--- src/rtl/bit_scan8.sv ---
// bit_scan8: expands a captured byte into its set-bit indices, one per handshake beat.
// Defining BIT_SCAN8_COUNT_EN adds the out_count (popcount) and out_seq (beat ordinal) outputs.
module bit_scan8 #(
    parameter int MSB_FIRST = 0
) (
    input  logic       clk,
    input  logic       rst_n,
    input  logic       in_valid,
    output logic       in_ready,
    input  logic [7:0] in_data,
    output logic       out_valid,
    input  logic       out_ready,
    output logic [2:0] out_index,
    output logic       out_last,
    output logic       out_empty,
    output logic       any,
    output logic       busy
`ifdef BIT_SCAN8_COUNT_EN
    ,
    output logic [3:0] out_count,
    output logic [2:0] out_seq
`endif
);
    typedef enum logic {IDLE, SCAN} state_t;
    state_t     r_state, w_next;
    logic [7:0] r_mask;
    logic       r_any;
    logic [2:0] w_idx;
    logic       w_scan, w_capture, w_beat, w_done;
    // Priority pick: the last match in loop order wins, so loop direction sets which end is reported.
    always_comb begin
        w_idx = 3'd0;
        if (MSB_FIRST != 0) begin
            for (int i = 0; i < 8; i++) if (r_mask[i]) w_idx = 3'(i);
        end else begin
            for (int i = 7; i >= 0; i--) if (r_mask[i]) w_idx = 3'(i);
        end
    end
    assign w_scan    = (r_state == SCAN);
    assign out_index = w_scan ? w_idx : 3'd0;
    assign out_last  = w_scan && ((r_mask & (r_mask - 8'd1)) == 8'd0);
    assign out_empty = w_scan && (r_mask == 8'd0);
    assign any       = r_any;
    always_comb begin
        in_ready  = !w_scan;
        out_valid = w_scan;
        busy      = w_scan;
        w_capture = !w_scan && in_valid;
        w_beat    = w_scan && out_ready;
        w_done    = w_beat && out_last;
        w_next    = w_capture ? SCAN : (w_done ? IDLE : r_state);
    end
    always_ff @(posedge clk or negedge rst_n) begin
        if (!rst_n) begin
            r_state <= IDLE;
            r_mask  <= 8'd0;
            r_any   <= 1'b0;
        end else begin
            r_state <= w_next;
            if (w_capture) begin
                r_mask <= in_data;
                r_any  <= |in_data;
            end else if (w_beat) begin
                r_mask <= r_mask & ~(8'd1 << w_idx);
                if (w_done) r_any <= 1'b0;
            end
        end
    end
`ifdef BIT_SCAN8_COUNT_EN
    logic [3:0] r_count;
    logic [2:0] r_seq;
    assign out_count = r_count;
    assign out_seq   = r_seq;
    always_ff @(posedge clk or negedge rst_n) begin
        if (!rst_n) begin
            r_count <= 4'd0;
            r_seq   <= 3'd0;
        end else if (w_capture) begin
            r_count <= 4'($countones(in_data));
            r_seq   <= 3'd0;
        end else if (w_done) begin
            r_count <= 4'd0;
            r_seq   <= 3'd0;
        end else if (w_beat) begin
            r_seq <= r_seq + 3'd1;
        end
    end
`endif
endmodule

--- config.mk ---
export PLATFORM = sky130hd
export DESIGN_NAME = bit_scan8
export DESIGN_NICKNAME = d
export VERILOG_FILES = /design/src/rtl/bit_scan8.sv
export SDC_FILE = /design/constraint.sdc
export NUM_CORES = 1
export LEC_CHECK = 0
export BUFFER_PORTS_ARGS = -buffer_cell sky130_fd_sc_hd__buf_4
export CAP_MARGIN = 30
export CORE_UTILIZATION = 45
export CTS_CLUSTER_DIAMETER = 200
export DETAILED_ROUTE_END_ITERATION = 6
export GPL_TIMING_DRIVEN = 0
export PLACE_DENSITY_LB_ADDON = 0.1
export SYNTH_ARGS = -nofsm -noshare
export SYNTH_HDL_FRONTEND = slang
export SYNTH_SLANG_ARGS = --single-unit
--- constraint.sdc ---
create_clock -name clk -period 4.1 [get_ports clk]
set_input_delay 0.615 -clock clk [delete_from_list [all_inputs] [get_ports clk]]
set_output_delay 0.615 -clock clk [all_outputs]
set_load 0.005 [all_outputs]
==> out/qor.yml <==
outcome:
  run_status: "complete, no violations"
layout:
  fin_util_pct: 63.2
  antenna_cells: 0
  finish.instance_area_sq_um: 832
  syn_to_final_growth_pct: 29.9
  drive_above_1_share_pct: 32.3
  fillers: 127
  fin_nets: 113
clock_network:
  postCtsSetupBuffers: 0
  cts_tree: "built"
  numCtsBuffers: 3
  cts.sinks: 10
  clock-root-buffer: "clkbuf_4"
  h-tree-depth: 1
  ctsResizeCount: 0
  cts_buffer_depth: 2
  insertion_delay_ns: 0.26
  cts_hold_buffers: 0
  cts.clk_slew.worst_paths_ns: 0.06
pwr:
  pwr-share-seq_pct: 28.6
  intPower_uw: 388
  power_frac_comb_pct: 61.4
  powerDensity_mw_per_mm2: 813
  irDropWorstVdd_mv: 0.415
  p_leak_nw: 0.385
  clockPowerShare_pct: 10.0
  power_switching_uw: 289
  p_sw_share_pct: 42.7
die:
  rows: 13
  dieWidth_um: 39.7
  core_area_sq_mm: 0.00132
  pin_count: 21
  die_area_sq_mm: 0.00158
  start_util_pct: 48.6
  die_h_um: 39.7
global_route:
  grt-ovfl-total: 0
  grt_pass1_wl_um: 2540
  antenna_found_initial: 0
  grt_max_degree: 11
  grt_pass1_vias: 570
  grtUsageTotal_pct: 25.3
placed_design:
  dp_slack_ns: 1.99
  portBuffers: 20
  gp_congestion: 0.783
  place_hpwl_um: 1180
  place_area_sq_um: 810
worst_setup_path:
  startpoint_type: "flip-flop"
  critical_path_class: "reg -> out"
  critical_path_buf_inv_count: 1
  cp.arrival_ns: 1.79
  slowest_delay_ns: 0.61
  cp_cell_sequence: "nor4_1 > o21a_1 > nor3_1 > nor2_1 > buf_4"
  crit_path_end_kind: "output port"
  slowest_stage: "nor4_1"
  crit_fanout: 5
  required_ns: 3.48
  crit_family: "simple AND/OR/NAND/NOR gates"
sta:
  post-route-period-util_pct: 58.7
  setup_slack_ns: 1.70
  setup_viol: 0
  rsz0062_at_grt: "false"
  slew_viol_final: 0
  max_freq_mhz: 416
  timing.max_slew.rel_slack_pct: 57.3
  fin_tns_setup_ns: 0
  finClkSkew_ns: 0.000756
  hold_violations: 0
  whs_ns: 0.168
  tightest_slew_ns: 0.635
  period_minus_slack_ns: 2.40
logic_synthesis:
  syn_nets: 88
  syn_inst: 76
  synthArstFlopShare_pct: 100
  synth_top_cell_by_area: "dfrtp_1"
  seq_area_frac_synth_pct: 39.1
  synth_top_area_share_pct: 39.1
  ys.flop_type: "dfrtp_1"
  syn-cell-area_sq_um: 641
  ys_types: 30
  synth_seq_cells: 10
  yosysWarnings: 0
  syn_area_per_cell_sq_um: 8.43
  synth-edff-count: 0
  yosys-top-cells-area: "dfrtp_1, nor4_1, o21ai_1"
detailed_routing:
  routed_wl_um: 1590
  postRouteAntennaNets: 0
  drt_iter0_markers: 51
  viasPerCell: 5.82
  num_vias: 663
  dr.pass1.iters: 4
  wire_per_inst_um: 13.9
  drc: 0
run:
  drv_cap: 0
hold_path:
  worst_hold_path_type: "in -> async"
==> synthesized netlist by cell type, types with 3 or more instances <==
master	instances
o21ai_0	4
nand2_1	6
dfrtp_1	10
nor3_1	5
nor2_1	6
a21oi_1	3
nor4_1	5
o21ai_1	6
inv_1	3
==> power by group through the flow <==
| stage | clock network [mW] | logic, mW | registers (mW) |
|---|---|---|---|
| floorplan | 0 | 0.271 | 0.180 |
| global placement | 0 | 0.406 | 0.190 |
| detailed placement | 0 | 0.411 | 0.192 |
| CTS | 0.0675 | 0.415 | 0.192 |
| global route | 0.0732 | 0.468 | 0.200 |
| finish | 0.0676 | 0.416 | 0.193 |
==> cell usage in the layout (no fill, tap or decap), types with 3 or more instances in the layout <==
cell      synthesis  routed
nor2_1            6       6
buf_4             1      21
nand2_1           6       6
a21oi_1           3       3
nor3_1            5       5
o21ai_0           4       4
nor4_1            5       5
dfrtp_1          10      10
o21ai_1           6       6
clkbuf_4          0       3
inv_1             3       3
==> logic make-up after synthesis <==
| family | Yosys count | synth area share (%) |
|---|---|---|
| simple gates | 33 | 28.5 |
| compound gates | 21 | 20.3 |
| fa+ha+maj | 1 | 1.56 |
| flops | 10 | 39.1 |
| mux | 2 | 3.13 |
| buf+inv | 9 | 7.42 |
==> worst register-to-register path, delay by kind of cell, from the launching register on <==
family,cells,cell delay [ns]
AOI/OAI and AO/OA,1,0.21
DFF,1,0.44
and+or+nand+nor,4,0.91
==> metrics by stage <==
step / cells / power, mW
2_1_floorplan: 76 / 0.451
3_3_place_gp: 111 / 0.597
3_5_place_dp: 111 / 0.604
4_1_cts: 114 / 0.674
5_1_grt: 114 / 0.740
6_report: 114 / 0.677
==> sequential cells by signal, indices dropped and copies added, names as in the netlist <==
register and cells:
busy 1, any 1, r_mask 8
==> area by class of cell <==
class                           count  area [sq um]  share of cell area [%]
Multi-Input combinational cell     57           343                    41.2
Sequential cell                    10           250                    30.1
Timing Repair Buffer               20           150                    18.0
Buffer                              6          36.3                    4.36
Clock buffer                        3          22.5                    2.71
Tap cell                           15          18.8                    2.26
Inverter                            3          11.3                    1.35
==> routing by layer <==
| metal | global-route usage (%) | part of all wire (%) | up-vias |
|---|---|---|---|
| met5 | 0 | 0 | - |
| met4 | 15.5 | 2.3 | 0 |
| met3 | 6.25 | 10 | 6 |
| met2 | 36.5 | 45 | 37 |
| met1 | 33.3 | 42 | 299 |
| li1 | - | - | 321 |
==> path summary, 6_finish.rpt <==
check                      startpoint        end  slack, ns  cells after the start
min                             rst_n       busy       0.17                      1
max in group asynchronous       rst_n  r_mask[7]       3.79                      1
min in group clk                  any        any       0.57                      2
max                         r_mask[4]   out_last       1.70                      5
min reg2reg                       any        any       0.57                      2
max reg2reg                 r_mask[4]        any       2.43                      5
Note: power is estimated with default switching activity, not from simulation.
